===== config.mk =====
export PLATFORM = sky130hd
export DESIGN_NAME = keypad_entry_unit_flat
export DESIGN_NICKNAME = d
export VERILOG_FILES = /design/src/rtl/keypad_entry_unit_if.sv /design/src/rtl/keypad_entry_unit.sv /design/src/flat_wrapper.sv
export SDC_FILE = /design/constraint.sdc
export NUM_CORES = 1
export LEC_CHECK = 0
export ABC_AREA = 1
export BUFFER_PORTS_ARGS = -buffer_cell sky130_fd_sc_hd__buf_2
export CORE_ASPECT_RATIO = 0.9
export CORE_MARGIN = 2
export CORE_UTILIZATION = 45
export CTS_CLUSTER_SIZE = 16
export DETAILED_ROUTE_END_ITERATION = 12
export HOLD_SLACK_MARGIN = 0.05
export SYNTH_ARGS = -nofsm -noshare
export SYNTH_HDL_FRONTEND = slang
export SYNTH_SLANG_ARGS = --single-unit

===== constraint.sdc =====
create_clock -name clk -period 3.61 [get_ports clk]
set_input_delay 0.722 -clock clk [delete_from_list [all_inputs] [get_ports clk]]
set_output_delay 0.722 -clock clk [all_outputs]
set_load 0.005 [all_outputs]

===== src/rtl/keypad_entry_unit_if.sv =====
// Memory-side request/response bundle between data memory and the keypad entry unit.
// Data memory drives the request; the entry unit returns the converted value.
interface keypad_entry_unit_if #(
  parameter int unsigned DATA_WIDTH = 32
);
  logic                  read_enable;
  logic                  read_complete;
  logic [DATA_WIDTH-1:0] read_data;

  modport master (
    output read_enable,
    input  read_complete,
    input  read_data
  );

  modport slave (
    input  read_enable,
    output read_complete,
    output read_data
  );
endinterface


===== src/rtl/keypad_entry_unit.sv =====
// Debounced 4x4 keypad decimal entry with BCD-to-binary conversion, pause toggle
// and a multiplexed, leading-blanked display scanner.
module keypad_entry_unit #(
  parameter int unsigned DATA_WIDTH      = 32,
  parameter int unsigned MAX_DIGITS      = 8,
  parameter int unsigned DEBOUNCE_CYCLES = 200000,
  parameter int unsigned SCAN_DIV        = 100000
) (
  input  logic                  clk,
  input  logic                  rst_n,
  input  logic [7:0]            key_coord,
  keypad_entry_unit_if.slave    mem,
  output logic                  cpu_pause,
  output logic                  cpu_resume,
  output logic                  entry_active,
  output logic [MAX_DIGITS-1:0] seg_enable,
  output logic [3:0]            seg_digit
);

  localparam int unsigned DB_W  = $clog2(DEBOUNCE_CYCLES + 1);
  localparam int unsigned CNT_W = $clog2(MAX_DIGITS + 1);
  localparam int unsigned IDX_W = (MAX_DIGITS > 1) ? $clog2(MAX_DIGITS) : 1;
  localparam int unsigned DIV_W = (SCAN_DIV > 1) ? $clog2(SCAN_DIV) : 1;
  localparam int unsigned BCD_W = 4 * MAX_DIGITS;

  typedef enum logic [1:0] {
    S_IDLE,
    S_ENTRY,
    S_CONVERT,
    S_DONE
  } state_e;

  typedef enum logic [2:0] {
    K_NONE,
    K_DIGIT,
    K_BACK,
    K_ENTER,
    K_PAUSE
  } key_kind_e;

  // ---------------- key decode ----------------
  key_kind_e  key_kind;
  logic [3:0] key_value;

  always_comb begin
    key_kind  = K_NONE;
    key_value = '0;
    case (key_coord)
      8'h7D: begin key_kind = K_DIGIT; key_value = 4'd0; end
      8'hEE: begin key_kind = K_DIGIT; key_value = 4'd1; end
      8'hED: begin key_kind = K_DIGIT; key_value = 4'd2; end
      8'hEB: begin key_kind = K_DIGIT; key_value = 4'd3; end
      8'hDE: begin key_kind = K_DIGIT; key_value = 4'd4; end
      8'hDD: begin key_kind = K_DIGIT; key_value = 4'd5; end
      8'hDB: begin key_kind = K_DIGIT; key_value = 4'd6; end
      8'hBE: begin key_kind = K_DIGIT; key_value = 4'd7; end
      8'hBD: begin key_kind = K_DIGIT; key_value = 4'd8; end
      8'hBB: begin key_kind = K_DIGIT; key_value = 4'd9; end
      8'h7E: key_kind = K_BACK;
      8'h7B: key_kind = K_ENTER;
      8'hE7: key_kind = K_PAUSE;
      default: ;
    endcase
  end

  // ---------------- debounce ----------------
  logic [7:0]      last_key;
  logic [DB_W-1:0] stable_cnt;
  logic [DB_W-1:0] stable_next;
  logic            armed;
  logic            press;

  // stable_next counts the current cycle too; it saturates so long holds never wrap.
  always_comb begin
    if (key_coord != last_key)
      stable_next = DB_W'(1);
    else if (stable_cnt == DB_W'(DEBOUNCE_CYCLES))
      stable_next = stable_cnt;
    else
      stable_next = stable_cnt + 1'b1;
  end

  assign press = armed && (key_coord != 8'hFF) && (stable_next == DB_W'(DEBOUNCE_CYCLES));

  always_ff @(posedge clk) begin
    if (!rst_n) begin
      last_key   <= 8'hFF;
      stable_cnt <= '0;
      armed      <= 1'b1;
    end else begin
      last_key   <= key_coord;
      stable_cnt <= stable_next;
      if (press)
        armed <= 1'b0;
      else if ((key_coord == 8'hFF) && (stable_next == DB_W'(DEBOUNCE_CYCLES)))
        armed <= 1'b1;
    end
  end

  // ---------------- entry / conversion FSM ----------------
  state_e                state_q, state_d;
  logic [BCD_W-1:0]      bcd_q, bcd_d;
  logic [CNT_W-1:0]      count_q, count_d;
  logic [DATA_WIDTH-1:0] acc_q, acc_d;
  logic [IDX_W-1:0]      idx_q, idx_d;
  logic [DATA_WIDTH-1:0] rdata_q, rdata_d;
  logic                  rcomp_q, rcomp_d;
  logic                  paused_q, paused_d;
  logic                  pause_d, resume_d;
  logic [3:0]            digit_at [MAX_DIGITS];

  for (genvar g = 0; g < MAX_DIGITS; g++) begin : g_digit_view
    assign digit_at[g] = bcd_q[4*g +: 4];
  end

  always_comb begin
    state_d  = state_q;
    bcd_d    = bcd_q;
    count_d  = count_q;
    acc_d    = acc_q;
    idx_d    = idx_q;
    rdata_d  = rdata_q;
    rcomp_d  = 1'b0;
    paused_d = paused_q;
    pause_d  = 1'b0;
    resume_d = 1'b0;

    if (press && (key_kind == K_PAUSE)) begin
      paused_d = !paused_q;
      pause_d  = !paused_q;
      resume_d = paused_q;
    end

    case (state_q)
      S_IDLE: begin
        if (mem.read_enable) begin
          state_d = S_ENTRY;
          bcd_d   = '0;
          count_d = '0;
        end
      end
      S_ENTRY: begin
        if (!mem.read_enable) begin
          state_d = S_IDLE;
        end else if (press) begin
          case (key_kind)
            K_DIGIT: begin
              if (count_q < CNT_W'(MAX_DIGITS)) begin
                bcd_d   = (bcd_q << 4) | BCD_W'(key_value);
                count_d = count_q + 1'b1;
              end
            end
            K_BACK: begin
              if (count_q != '0) begin
                bcd_d   = bcd_q >> 4;
                count_d = count_q - 1'b1;
              end
            end
            K_ENTER: begin
              state_d = S_CONVERT;
              acc_d   = '0;
              idx_d   = IDX_W'(MAX_DIGITS - 1);
            end
            default: ;
          endcase
        end
      end
      S_CONVERT: begin
        // acc*10 as (acc<<3)+(acc<<1): wraps modulo 2^DATA_WIDTH naturally.
        acc_d = (acc_q << 3) + (acc_q << 1) + DATA_WIDTH'(digit_at[idx_q]);
        if (idx_q == '0) begin
          rdata_d = acc_d;
          rcomp_d = 1'b1;
          state_d = S_DONE;
        end else begin
          idx_d = idx_q - 1'b1;
        end
      end
      S_DONE: begin
        if (!mem.read_enable)
          state_d = S_IDLE;
      end
      default: state_d = S_IDLE;
    endcase
  end

  // ---------------- display scanner ----------------
  logic [DIV_W-1:0]      scan_div;
  logic [IDX_W-1:0]      scan_pos;
  logic [MAX_DIGITS-1:0] seg_en_d;
  logic [3:0]            seg_dig_d;

  always_comb begin
    seg_en_d  = '1;
    seg_dig_d = '0;
    if ((CNT_W'(scan_pos) < count_q) || (scan_pos == '0)) begin
      seg_en_d  = ~(MAX_DIGITS'(1) << scan_pos);
      seg_dig_d = digit_at[scan_pos];
    end
  end

  always_ff @(posedge clk) begin
    if (!rst_n) begin
      state_q    <= S_IDLE;
      bcd_q      <= '0;
      count_q    <= '0;
      acc_q      <= '0;
      idx_q      <= '0;
      rdata_q    <= '0;
      rcomp_q    <= 1'b0;
      paused_q   <= 1'b0;
      cpu_pause  <= 1'b0;
      cpu_resume <= 1'b0;
      scan_div   <= '0;
      scan_pos   <= '0;
      seg_enable <= '1;
      seg_digit  <= '0;
    end else begin
      state_q    <= state_d;
      bcd_q      <= bcd_d;
      count_q    <= count_d;
      acc_q      <= acc_d;
      idx_q      <= idx_d;
      rdata_q    <= rdata_d;
      rcomp_q    <= rcomp_d;
      paused_q   <= paused_d;
      cpu_pause  <= pause_d;
      cpu_resume <= resume_d;
      seg_enable <= seg_en_d;
      seg_digit  <= seg_dig_d;
      if (scan_div == DIV_W'(SCAN_DIV - 1)) begin
        scan_div <= '0;
        scan_pos <= (scan_pos == IDX_W'(MAX_DIGITS - 1)) ? '0 : scan_pos + 1'b1;
      end else begin
        scan_div <= scan_div + 1'b1;
      end
    end
  end

  assign mem.read_data     = rdata_q;
  assign mem.read_complete = rcomp_q;
  assign entry_active      = (state_q == S_ENTRY) || (state_q == S_CONVERT);

endmodule


===== src/flat_wrapper.sv =====
// flat-port wrapper written by rule: the top's interface ports become plain ports
module keypad_entry_unit_flat 
#(
  parameter int unsigned DATA_WIDTH      = 32,
  parameter int unsigned MAX_DIGITS      = 8,
  parameter int unsigned DEBOUNCE_CYCLES = 200000,
  parameter int unsigned SCAN_DIV        = 100000
)
  (clk, rst_n, key_coord, cpu_pause, cpu_resume, entry_active, seg_enable, seg_digit, mem_read_enable, mem_read_complete, mem_read_data);
  keypad_entry_unit_if #(.DATA_WIDTH(DATA_WIDTH)) mem_i ();
  input  logic clk;
  input  logic rst_n;
  input  logic [7:0] key_coord;
  output logic cpu_pause;
  output logic cpu_resume;
  output logic entry_active;
  output logic [MAX_DIGITS-1:0] seg_enable;
  output logic [3:0] seg_digit;
  input wire logic [$bits(mem_i.read_enable)-1:0] mem_read_enable;
  output wire logic [$bits(mem_i.read_complete)-1:0] mem_read_complete;
  output wire logic [$bits(mem_i.read_data)-1:0] mem_read_data;
  assign mem_i.read_enable = mem_read_enable;
  assign mem_read_complete = mem_i.read_complete;
  assign mem_read_data = mem_i.read_data;
  keypad_entry_unit #(.DATA_WIDTH(DATA_WIDTH), .MAX_DIGITS(MAX_DIGITS), .DEBOUNCE_CYCLES(DEBOUNCE_CYCLES), .SCAN_DIV(SCAN_DIV)) u_core (.clk(clk), .rst_n(rst_n), .key_coord(key_coord), .mem(mem_i), .cpu_pause(cpu_pause), .cpu_resume(cpu_resume), .entry_active(entry_active), .seg_enable(seg_enable), .seg_digit(seg_digit));
endmodule

==> results.py <==
metrics = {
    "setup_path": {
        "r2r_slack_ns": 0.17,
        "ff2ff_path_depth": 21,
        "worst-setup-path-type": "register to register",
        "crit_path_start_kind": "register",
        "r2r_end": "u_core.acc_q[18]$_SDFFE_PN0P_",
        "cp.required_ns": 3.91,
        "arrival_ns": 3.74,
        "reg2reg_from": "u_core.idx_q[0]$_SDFFE_PN0P_",
        "cp_max_fo": 8,
        "end_kind": "register",
    },
    "timing": {
        "relSlewSlack_pct": 47.4,
        "timing.final.crit_share_pct": 95.3,
        "hold_violations": 0,
        "setup_violations": 0,
        "maxClockFrequency_ghz": 0.291,
        "period_needed_ns": 3.44,
        "max_slew.worst_pin.slew_ns": 0.785,
        "slew_viol_final": 0,
        "fin_ws_ns": 0.168,
        "finalClockSkew_ns": 0.0161,
        "setup-tns-final_ns": 0,
    },
    "logic_synthesis": {
        "synthCells": 1682,
        "yosys_warnings": 0,
        "ys_seq_area_share_pct": 30.6,
        "synth-edff-count": 0,
        "synth_top_flop_cell": "dfxtp_1",
        "synth_top_cell_by_area": "dfxtp_1",
        "ys_types": 47,
        "ys_ff_latch": 167,
        "syn_area_per_cell_sq_um": 6.50,
        "synth.most_common_cell": "nand2_1",
        "async_flop_share_pct": 0,
        "synth_top_area_share_pct": 30.6,
        "synthTopCellsByArea": "dfxtp_1, nand2_1, ha_1",
        "synth_commonest_cells": "nand2_1, nor2_1, inv_1, dfxtp_1, a21oi_1",
        "netlist_area_sq_mm": 0.0109,
        "syn-num-nets": 1772,
    },
    "clock_tree": {
        "cts.path.max_buffers": 2,
        "cts_tree": "yes",
        "cts_max_level": 4,
        "numCtsBuffers": 17,
        "clock_latency_ns": 0.43,
        "clk_pin_slew_ns": 0.07,
        "cts.sinks": 167,
        "cts-root-buf": "clkbuf_16",
    },
    "min_path": {
        "worstHoldStart": "u_core.scan_div[0]$_SDFF_PP0_",
        "hp-class": "register to register",
        "holdPathStages": 1,
        "holdPathEnd": "u_core.scan_div[0]$_SDFF_PP0_",
    },
    "route": {
        "wl_mm": 30.6,
        "drcViolationCount": 0,
        "num_vias": 10892,
        "avgViaCountPerCell": 5.33,
        "wl_per_cell_microns": 15.0,
        "firstDrtPassIters": 5,
        "drt_iter0_drc": 800,
        "ant_nets": 0,
    },
    "place": {
        "io_buffers": 58,
        "place.gp.congestion": 0.878,
        "dp_slack_ns": 0.0465,
        "dp_hpwl_mm": 21.9,
    },
    "finish": {
        "fin_nets": 1812,
        "syn_to_final_growth_pct": 12.0,
        "fillerInstances": 2495,
        "drive_gt1_share_pct": 9.11,
        "antenna_cells": 0,
    },
    "die": {
        "dieArea_sq_mm": 0.0256,
        "fp.dieH_microns": 152,
        "ios": 59,
        "core_sq_mm": 0.0241,
        "fp.dieW_microns": 168,
        "row_count": 54,
        "initial_core_util_pct": 45.5,
    },
    "pwr": {
        "p_leak_nw": 5.54,
        "ir_worst_vdd_v": 0.000322,
        "power_density_mw_per_mm2": 537,
        "finalPower_mw": 6.57,
    },
    "outcome": {
        "status": "finished clean",
    },
    "run": {
        "cap_violations": 0,
    },
    "global_routing": {
        "antenna_found_initial": 0,
        "grt_pass1_wl_mm": 50.8,
        "grt_util_all_layers_pct": 24.0,
        "grt_max_degree": 56,
        "gr-total-overflow": 0,
        "first_global_vias": 10042,
    },
}
[cell usage in the layout (no fill, tap or decap), drive strengths merged, types with 2 or more instances in the layout]
| cell type | count |
|---|---|
| o211ai | 34 |
| dfxtp | 167 |
| clkbuf | 19 |
| clkinv | 10 |
| a31oi | 6 |
| nor2 | 217 |
| buf | 90 |
| nand3b | 7 |
| clkinvlp | 3 |
| bufinv | 2 |
| a221oi | 3 |
| or2 | 4 |
| fa | 2 |
| nor3 | 24 |
| inv | 200 |
| nand4 | 23 |
| xor2 | 23 |
| nor4 | 5 |
| nand2 | 370 |
| ha | 77 |
| xnor2 | 10 |
| a211oi | 6 |
| and3 | 4 |
| a21oi | 165 |
| nand3 | 139 |
| nor3b | 5 |
| o21bai | 9 |
| a21boi | 2 |
| o21a | 3 |
| o21ai | 99 |
[what timing repair did]
item                                    CTS  global route
setup buffers                             0             2
endpoints found under the setup margin    0            36
endpoints found under the hold margin     0             0
gates resized for setup                   0            20
hold buffers                              0             0
[state kept, by name, indices dropped and copies added, names as in the netlist, 3 cells and up, named ones only]
register and count:
u_core.scan_pos 3, u_core.idx_q 3, u_core.count_q 4, u_core.seg_enable 8, u_core.acc_q 31, u_core.stable_cnt 18, u_core.seg_digit 4, u_core.bcd_q 32
u_core.mem.read_data 32, u_core.last_key 8, u_core.scan_div 17
[final cells by class]
type / count / area (sq um) / area share (%)
inverter: 202 / 762 / 6.22
tap: 308 / 385 / 3.15
clock inverter: 13 / 149 / 1.22
clock buffer: 18 / 429 / 3.50
multi-input combinational: 1243 / 6610 / 54.0
sequential: 167 / 3350 / 27.3
timing repair buffer: 91 / 561 / 4.58
[worst max-delay path, stage by stage (launching register included)]
cell and delay, ns:
dfxtp_4 0.37, clkinvlp_4 0.11, clkbuf_2 0.16, nand2_1 0.08, a221oi_2 0.25, a31oi_1 0.08, ha_1 0.29, ha_2 0.21
fa_2 0.40, nand3_1 0.11, nand3_2 0.10, buf_4 0.16, nand2_1 0.06, nand3_1 0.11, nand2_1 0.09, nand2_1 0.09
nand3_2 0.09, nand3_2 0.08, xnor2_2 0.26, nor2_1 0.07, nand3_1 0.09, a21oi_1 0.07
[kinds of logic (layout without fill, tap and decap cells)]
kind of cell / Yosys count / in the layout / share of synthesized area, %
AO/OA/AOI/OAI: 331 / 331 / 16.7
AND/OR/NAND/NOR: 800 / 800 / 31.2
flip-flops: 167 / 167 / 30.6
adder cells (fa/ha/maj): 79 / 79 / 9.18
XOR/XNOR: 33 / 33 / 2.64
buffers and inverters: 272 / 324 / 9.75
[report_power, final]
| part | leakage [nW] | switching [mW] | internal (mW) |
|---|---|---|---|
| registers | 1.36 | 0.244 | 2.14 |
| logic | 3.91 | 1.54 | 0.796 |
| clock network | 0.279 | 0.829 | 1.03 |
[worst max path at each step]
stage	slack [ns]	endpoint	start
floorplan	0.19	u_core.acc_q[20]$_SDFFE_PN0P_	u_core.idx_q[0]$_SDFFE_PN0P_
global placement	0.12	u_core.acc_q[18]$_SDFFE_PN0P_	u_core.idx_q[0]$_SDFFE_PN0P_
detailed placement	0.05	u_core.acc_q[18]$_SDFFE_PN0P_	u_core.idx_q[0]$_SDFFE_PN0P_
CTS	0.03	u_core.acc_q[18]$_SDFFE_PN0P_	u_core.idx_q[0]$_SDFFE_PN0P_
global route	-0.01	u_core.acc_q[18]$_SDFFE_PN0P_	u_core.idx_q[0]$_SDFFE_PN0P_
finish	0.17	u_core.acc_q[18]$_SDFFE_PN0P_	u_core.idx_q[0]$_SDFFE_PN0P_
[metal layers]
layer | wire length, microns | vias to the layer above | part of all wire [%] | GRT usage, %
li1 | - | 5626 | - | -
met1 | 15700 | 4974 | 51 | 35.6
met2 | 13100 | 269 | 43 | 37.4
met3 | 1480 | 23 | 4.8 | 3.13
met4 | 298 | 0 | 0.97 | 4.89
met5 | 0 | - | 0 | 0
[per-stage QoR]
step           cell area, sq um  hold WS (ns)  util [%]  std cells
6_report                  12200         0.451      50.9       2042
2_1_floorplan             10900         0.414         -       1682
4_1_cts                   12200         0.453      50.6       2040
3_3_place_gp              11600         0.431      48.2       2009
3_5_place_dp              11600         0.441      48.2       2009
5_1_grt                   12200         0.460      50.9       2042
No activity file was read; power rests on OpenSTA's default activity.
